--- config.mk ---
export PLATFORM = sky130hd
export DESIGN_NAME = centroid_moment
export DESIGN_NICKNAME = d
export VERILOG_FILES = /design/src/rtl/centroid_moment_pkg.sv /design/src/rtl/centroid_col_history.sv /design/src/rtl/centroid_moment.sv
export SDC_FILE = /design/constraint.sdc
export NUM_CORES = 2
export LEC_CHECK = 0
export ABC_AREA = 1
export CORE_MARGIN = 1.5
export CORE_UTILIZATION = 55
export DETAILED_ROUTE_END_ITERATION = 16
export DONT_BUFFER_PORTS = 1
export GPL_TIMING_DRIVEN = 0
export MAX_ROUTING_LAYER = met4
export PLACE_DENSITY_LB_ADDON = 0.12
export SYNTH_ARGS = -nofsm -noshare
export SYNTH_HDL_FRONTEND = slang
export SYNTH_SLANG_ARGS = --single-unit
--- constraint.sdc ---
create_clock -name clk -period 6.7 [get_ports clk]
set_input_delay 1.34 -clock clk [delete_from_list [all_inputs] [get_ports clk]]
set_output_delay 1.34 -clock clk [all_outputs]
set_load 0.02 [all_outputs]
--- src/rtl/centroid_moment_pkg.sv ---
// Shared constants, typedefs and octant encoding for the ORB intensity-centroid
// moment unit.
package centroid_moment_pkg;

  localparam int PIX_W    = 8;
  localparam int WIN_SZ   = 37;
  localparam int RAD      = (WIN_SZ - 1) / 2;
  localparam int MOM_BITS = 24;
  localparam int C_W      = 14;
  localparam int Y_W      = 17;
  localparam int S_W      = 19;

  typedef logic [PIX_W-1:0]           pix_t;
  typedef logic [C_W-1:0]             csum_t;
  typedef logic signed [Y_W-1:0]      ysum_t;
  typedef logic [S_W-1:0]             ssum_t;
  typedef logic signed [MOM_BITS-1:0] mom_t;

  typedef struct packed {
    csum_t c;
    ysum_t y;
  } colsum_t;

  typedef struct packed {
    logic y_neg;
    logic x_neg;
    logic y_dom;
  } octant_t;

  function automatic octant_t octant_of(mom_t mx, mom_t my);
    octant_t o;
    int ax;
    int ay;
    ax = (mx < 0) ? -int'(mx) : int'(mx);
    ay = (my < 0) ? -int'(my) : int'(my);
    o.y_neg = my < 0;
    o.x_neg = mx < 0;
    o.y_dom = ay > ax;
    return o;
  endfunction

endpackage

--- src/rtl/centroid_col_history.sv ---
// WIN-deep enabled shift register of per-column {C,Y} sums; dout is the
// column leaving the window.
import centroid_moment_pkg::*;

module centroid_col_history #(
  parameter int DEPTH = WIN_SZ
) (
  input  logic    clk,
  input  logic    rst,
  input  logic    ena,
  input  colsum_t din,
  output colsum_t dout
);

  colsum_t q [DEPTH];

  always_ff @(posedge clk or negedge rst) begin
    if (!rst) begin
      for (int i = 0; i < DEPTH; i++) q[i] <= '0;
    end else if (ena) begin
      q[0] <= din;
      for (int i = 1; i < DEPTH; i++) q[i] <= q[i-1];
    end
  end

  assign dout = q[DEPTH-1];

endmodule

--- src/rtl/centroid_moment.sv ---
// Sliding 37x37 intensity-centroid moments (m10, m01) with frame position.
// Optional `octant` output when CENTROID_OCTANT_EN is defined.
import centroid_moment_pkg::*;

module centroid_moment #(
  parameter int PIXEL_WIDTH = PIX_W,
  parameter int IMG_W       = 640,
  parameter int IMG_H       = 480,
  parameter int WIN         = WIN_SZ,
  parameter int MOM_W       = MOM_BITS
) (
  input  logic                          clk,
  input  logic                          rst,
  input  logic                          ena,
  input  logic [WIN*PIXEL_WIDTH-1:0]    col_in,
  output logic signed [MOM_W-1:0]       m10,
  output logic signed [MOM_W-1:0]       m01,
  output logic                          mom_valid,
  output logic [9:0]                    cx,
  output logic [8:0]                    cy
`ifdef CENTROID_OCTANT_EN
  ,
  output logic [2:0]                    octant
`endif
);

  localparam int         RR       = (WIN - 1) / 2;
  localparam logic [9:0] COL_LAST = 10'(IMG_W - 1);
  localparam logic [8:0] ROW_LAST = 9'(IMG_H - 1);
  localparam logic [9:0] COL_EDGE = 10'(WIN - 1);
  localparam logic [8:0] ROW_EDGE = 9'(WIN - 1);
  localparam logic [9:0] COL_OFF  = 10'(RR);
  localparam logic [8:0] ROW_OFF  = 9'(RR);

  csum_t      c_sum;
  ysum_t      y_sum;
  csum_t      c1;
  ysum_t      y1;
  logic [9:0] col_cnt;
  logic [8:0] row_cnt;
  logic [9:0] pos_col;
  logic [8:0] pos_row;
  colsum_t    hin;
  colsum_t    hout;
  ssum_t      s;
  ssum_t      s_n;
  logic signed [MOM_W-1:0] m10_n;
  logic signed [MOM_W-1:0] m01_n;

  always_comb begin
    int ca;
    int ya;
    ca = 0;
    ya = 0;
    for (int k = 0; k < WIN; k++) begin
      ca += int'(col_in[k*PIXEL_WIDTH +: PIXEL_WIDTH]);
      ya += (k - RR) * int'(col_in[k*PIXEL_WIDTH +: PIXEL_WIDTH]);
    end
    c_sum = csum_t'(ca);
    y_sum = ysum_t'(ya);
  end

  // Stage 1: column sums, tagged with the column's frame position
  always_ff @(posedge clk or negedge rst) begin
    if (!rst) begin
      c1      <= '0;
      y1      <= '0;
      col_cnt <= '0;
      row_cnt <= '0;
      pos_col <= '0;
      pos_row <= '0;
    end else if (ena) begin
      c1      <= c_sum;
      y1      <= y_sum;
      col_cnt <= pos_col;
      row_cnt <= pos_row;
      if (pos_col == COL_LAST) begin
        pos_col <= '0;
        pos_row <= (pos_row == ROW_LAST) ? '0 : pos_row + 9'd1;
      end else begin
        pos_col <= pos_col + 10'd1;
      end
    end
  end

  assign hin = {c1, y1};

  centroid_col_history #(
    .DEPTH (WIN)
  ) u_hist (
    .clk  (clk),
    .rst  (rst),
    .ena  (ena),
    .din  (hin),
    .dout (hout)
  );

  // Window shifts left by one: old columns lose one x step each
  always_comb begin
    s_n   = ssum_t'(int'(s) + int'(c1) - int'(hout.c));
    m01_n = MOM_W'(int'(m01) + int'(y1) - int'(hout.y));
    m10_n = MOM_W'(int'(m10) - int'(s)
                   + (RR + 1) * int'(hout.c)
                   + RR * int'(c1));
  end

  always_ff @(posedge clk or negedge rst) begin
    if (!rst) begin
      s         <= '0;
      m10       <= '0;
      m01       <= '0;
      mom_valid <= 1'b0;
      cx        <= '0;
      cy        <= '0;
    end else if (ena) begin
      s         <= s_n;
      m10       <= m10_n;
      m01       <= m01_n;
      mom_valid <= (col_cnt >= COL_EDGE) && (row_cnt >= ROW_EDGE);
      cx        <= col_cnt - COL_OFF;
      cy        <= row_cnt - ROW_OFF;
    end else begin
      mom_valid <= 1'b0;
    end
  end

`ifdef CENTROID_OCTANT_EN
  always_ff @(posedge clk or negedge rst) begin
    if (!rst) begin
      octant <= '0;
    end else if (ena) begin
      octant <= octant_of(mom_t'(m10_n), mom_t'(m01_n));
    end
  end
`endif

endmodule

# == Yosys cells after proc, flatten, opt, wreduce, memory -nomap -nowiden ==
# Cells that the tools add are included.
# word_totals
reg_bits,1303
input_bits,299
output_inout_bits,68
elab_cells,210
# op_classes
n_addsub,87
n_mul,28
order_cmp,2
eq_ne,2
mux,3
reduce_logical,2
# ops
cell,count
14-bit by 8-bit adder with 14-bit output,18
17-bit by 13-bit adder with 17-bit output,11
14-bit by 9-bit adder with 14-bit output,12
17-bit by 14-bit adder with 17-bit output,9
17-bit by 12-bit adder with 17-bit output,5
5-bit by 9-bit multiplier with 14-bit output (first input constant),5
17-bit adder,4
4-bit by 8-bit multiplier with 12-bit output (first input constant),5
4-bit by 9-bit multiplier with 13-bit output (first input constant),4
24-bit by 20-bit adder with 24-bit output,2
3-bit by 8-bit multiplier with 11-bit output (first input constant),4
3-bit by 9-bit multiplier with 12-bit output (first input constant),3
17-bit by 11-bit adder with 17-bit output,2
2-bit by 8-bit multiplier with 10-bit output (first input constant),3
24-bit by 17-bit adder with 24-bit output,1
24-bit by 17-bit subtractor with 24-bit output,1
24-bit by 20-bit subtractor with 24-bit output,1
19-bit by 14-bit adder with 19-bit output,1
5-bit by 14-bit multiplier with 19-bit output (first input constant),1
19-bit by 14-bit subtractor with 19-bit output,1
4-bit by 14-bit multiplier with 18-bit output (first input constant),1
16-bit by 17-bit adder with 17-bit output,1
17-bit by 10-bit adder with 17-bit output,1
17-bit by 9-bit adder with 17-bit output,1
27 further kinds,27

# == Longest topological paths before layout ==
# depth
depth_word,36
depth_mapped,45
mapped_depth_nobuf,45

# == Modules after synthesis ==
# Synthesis repeated with hierarchy kept, for this count alone.
# unflattened
hier_cells,9605
hier_area_um2,87376.3
# by_module_without_submodules
module,instances,cells_per_inst,area_each_um2,seq_area_each_um2
centroid_moment,1,4730,43695.7,3903.7
centroid_col_history,1,4875,43680.6,28702.5

# == Worst setup path after synthesis ==
# Ideal clock, no wire load.
# synth_timing
kind,input to register
start,input col_in[267]
end,register y1[14]
setup_ns,0.129
arrival_time_ns,9.931
required_time_ns,6.571
slack_ns,-3.360
cell_stages,35
n_path_buf,0
cell_sequence,inv_1 -> fa_1 -> fa_1 -> inv_1 -> ha_1 -> a21o_1 -> nand3_1 -> nand2_1 -> a21oi_1 -> nor2_1 -> o21ai_0 -> nand2_1 -> xnor2_1 -> fa_1 -> inv_1 -> fa_1 -> fa_1 -> fa_1 -> fa_1 -> inv_1 -> fa_1 -> inv_1 -> fa_1 -> fa_1 -> fa_1 -> fa_1 -> ha_1 -> a21oi_1 -> inv_1 -> a31oi_1 -> o21ai_1 -> a21oi_1 -> o21ai_1 -> xnor2_1 -> o21ai_1
# synth_via
elab_chain_len,5
# synth_rtl
item,line,rtl
"start, declared",centroid_moment.sv:15,"input logic [WIN*PIXEL_WIDTH-1:0] col_in,"
4-bit by 8-bit multiplier with 12-bit output,centroid_moment.sv:57,ya += (k - RR) * int'(col_in[k*PIXEL_WIDTH +: PIXEL_WIDTH]);
17-bit by 13-bit adder with 17-bit output (2 in a row),centroid_moment.sv:57,
17-bit by 14-bit adder with 17-bit output (2 in a row),centroid_moment.sv:57,
"end signal, assigned",centroid_moment.sv:74,y1 <= y_sum;
"end, declared",centroid_moment.sv:38,ysum_t y1;
# Every way passes these cells.
# A chain may end at the register's enable or synchronous reset.

# == Final worst setup path ==
# layout_timing
start,input col_in[4]
end,register y1[16]
# layout_via
elab_chain_len,36
# layout_rtl
item,line
5-bit by 9-bit multiplier with 14-bit output,centroid_moment.sv:57
15-bit by 15-bit adder with 16-bit output,centroid_moment.sv:57
16-bit by 17-bit adder with 17-bit output,centroid_moment.sv:57
17-bit by 14-bit adder with 17-bit output (7 in a row),centroid_moment.sv:57
17-bit adder,centroid_moment.sv:57
17-bit by 13-bit adder with 17-bit output (3 in a row),centroid_moment.sv:57
17-bit adder,centroid_moment.sv:57
17-bit by 12-bit adder with 17-bit output,centroid_moment.sv:57
17-bit adder (2 in a row),centroid_moment.sv:57
17-bit by 9-bit adder with 17-bit output,centroid_moment.sv:57
17-bit by 10-bit adder with 17-bit output,centroid_moment.sv:57
17-bit by 11-bit adder with 17-bit output (2 in a row),centroid_moment.sv:57
17-bit by 12-bit adder with 17-bit output (4 in a row),centroid_moment.sv:57
17-bit by 13-bit adder with 17-bit output (8 in a row),centroid_moment.sv:57
17-bit by 14-bit adder with 17-bit output (2 in a row),centroid_moment.sv:57
# Every way passes these cells.

==> impl_metrics.ini <==
[worst_hold_path]
worstHoldPathType = in -> async

[placement]
io_buffers = 0
hpwlAfterDp_mm = 202
dpl-instance-area_um2 = 89500
place.gp.congestion = 0.988
dp_slack_ps = -4610

[synthesis]
yosys_warnings = 0
yosys.area.top_type_share = 0.377
ys_seq_elements = 1303
synth_edf_count = 0
synth_fa_ha_area_frac = 0.302
ys.flop_type = dfrtp_1
synth_area_um2 = 86400
async_reset_ff_frac = 1.00
synthSimpleGateAreaFrac = 0.0938
synthTopCellsByArea = dfrtp_1, fa_1, inv_1, ha_1, o21ai_0
synth-compound-area-share = 0.0980
synth-xor-area-share = 0.0214
synth.avg_cell_area_um2 = 9.43
synth_cell_types = 54
synth.area.mux_share = 0
syn_nets = 11000
synth_cells = 9159
yosysSeqAreaShare = 0.377
synth_area_leader_cell = dfrtp_1
synth_top_family_by_area = adder cells

[worst_setup_path]
path_depth = 37
critPathArrivalTime_ps = 10410
cp-start-kind = primary input
cp_common_cell = fa_1
crit_type = in -> reg
worstPathRequired_ps = 7300
r2r_cells = 29
crit_family = adder cells
endpoint_kind = flop
cp_slowest_stage_delay_ps = 550
crit_fanout = 7
crit_path_top_delay_cell = fa_1
cp.buffers_inverters = 10

[timing]
slew_headroom = 0.0887
hold_viol = 0
setup_slack_ps = -3110
skew_ps = 37.7
setup_viol = 15
worst_slew_pin_slew_ps = 1370
period_needed_ps = 9810
fin_crit_sh = 1.46
clock.fmax_mhz = 102
slew_viol_final = 0
rsz0062_at_grt = true

[route]
drtPass1Iterations = 5
vias = 59900
wl_per_cell_um = 21.5
routed_wl_mm = 247
ant_nets = 0
drt_iter0_drc = 4014
drc = 0
routed_via_density = 5.22

[grt]
antenna_found_initial = 7
grt_use_met1 = 0.379
grt_overflow = 0
met3_usage = 0.0655
use_met2 = 0.545
top_usage_layer = met2
grt_pass1_wl_mm = 377
grt_pass1_vias = 63800
grt_max_degree = 1304
track_usage = 0.328

[cts]
clk_path_buf_depth = 3
cts.sinks = 1303
root_buffer = clkbuf_16
cts.clk_slew.worst_paths_ps = 70
clk_latency_ps = 740
cts_tree = built
cts_htree_levels = 3
cts_made_buffers = 118

[floorplanning]
rows = 145
fp.dieArea_um2 = 159000
die_h_um = 399
ios = 367
die_w_um = 399
core_um2 = 156000
initial_utilization = 0.554

[finish]
nets = 11200
fillCellCount = 13400
synthToLayoutAreaGrowth_pct = 9.88
multi_input_area_um2 = 45800
final_area_um2 = 94900
seqCellArea_um2 = 32600
layout-drive-gt1-share = 0.0659

[outcome]
violations = negative setup slack
status = finished, violations left

[job]
drv_cap = 0
==> worst register-to-register path, delay by kind of cell, from the launching register on <==
kind | cells | cell delay, ps
adders and majority gates | 6 | 2480
buffers and inverters | 6 | 310
DFF | 1 | 550
and+or+nand+nor | 8 | 1310
AOI/OAI and AO/OA | 9 | 1390
==> through the flow <==
step / cells / hold WS (ps) / utilization / TNS, ps
final: 11500 / 292 / 0.608 / -33820
after global routing: 11500 / 263 / 0.608 / -36710
after CTS: 11500 / 329 / 0.603 / -32780
after detailed placement: 11200 / 463 / 0.573 / -55030
after global placement: 11200 / 455 / 0.573 / -53590
after floorplan: 9159 / 440 / - / -34120
==> cell families (layout without fill, tap and decap cells) <==
logic type,count (synthesis),after routing
flip-flops,1303,1303
buffers and inverters,2429,2684
AO/OA/AOI/OAI,1632,1632
AND/OR/NAND/NOR,2043,2043
adder cells (fa/ha/maj),1541,1541
XOR/XNOR,211,211
other,0,10
==> synthesized netlist by cell type, types with 8 or more instances <==
library cell	instances
o21bai_1	16
buf_2	98
buf_1	18
or2_2	9
nand3_1	119
clkbuf_1	169
xor2_1	131
nor2_1	137
fa_1	910
nor3_1	26
ha_1	631
o21ai_1	20
xnor2_1	80
nand2_1	1688
o21ai_2	11
a21oi_1	208
nand3b_1	8
dfrtp_1	1303
nand2_2	10
o21ai_0	1291
inv_1	2135
a31oi_1	25
a21o_1	18
nand4_1	14
==> timing repair <==
| action | CTS | global route |
|---|---|---|
| hold buffers | 0 | 0 |
| cloned | 0 | 0 |
| endpoints found under the setup margin | 17 | 21 |
| resized for setup | 93 | 121 |
| setup buffers | 14 | 15 |
| pin swaps | 53 | 87 |
==> sequential cells by signal (all words and copies together), names as in the netlist <==
register and flops:
col_cnt 10, y1 17, m01 24, u_hist.q 1116, cx 10, mom_valid 1, m10 24, pos_row 9
u_hist.dout 31, cy 9, row_cnt 9, pos_col 10, s 19, c1 14
==> metal layers <==
layer,vias up,share of wire
li1,28200,-
met1,29900,0.39
met2,1409,0.49
met3,439,0.064
met4,0,0.060
met5,-,0
==> final timing paths <==
check                                 endpoint       startpoint  slack, ps
worst max-delay path                    y1[16]        col_in[4]      -3110
worst max register to register         m10[20]  u_hist.dout[18]        510
min in group clk                u_hist.q[1012]   u_hist.q[1043]        450
worst min-delay path             u_hist.q[957]              rst        290
worst min register to register  u_hist.q[1012]   u_hist.q[1043]        450
max in group asynchronous        u_hist.q[346]              rst       3270
==> final cells by class <==
| type | instances | share of cell area |
|---|---|---|
| Inverter | 2143 | 0.0852 |
| Clock inverter | 50 | 0.00768 |
| Timing Repair Buffer | 34 | 0.00427 |
| Sequential cell | 1303 | 0.343 |
| Buffer | 286 | 0.0127 |
| Tap cell | 2058 | 0.0271 |
| Clock buffer | 171 | 0.0365 |
| Antenna cell | 10 | 0.000264 |
| Multi-Input combinational cell | 5427 | 0.483 |
==> cells in the final DEF (no fill, tap or decap), types with 73 or more instances in the layout <==
cell,n
buf_2,98
clkbuf_16,120
o21ai_0,1268
a21oi_1,185
fa_1,867
dfrtp_1,1303
nand3_1,112
inv_1,2088
xnor2_1,73
clkbuf_1,193
ha_1,586
nand2_1,1669
xor2_1,121
nor2_1,134
Power is not shown: default switching activity piles up to over one toggle a cycle in this logic, so the estimate is an artifact.
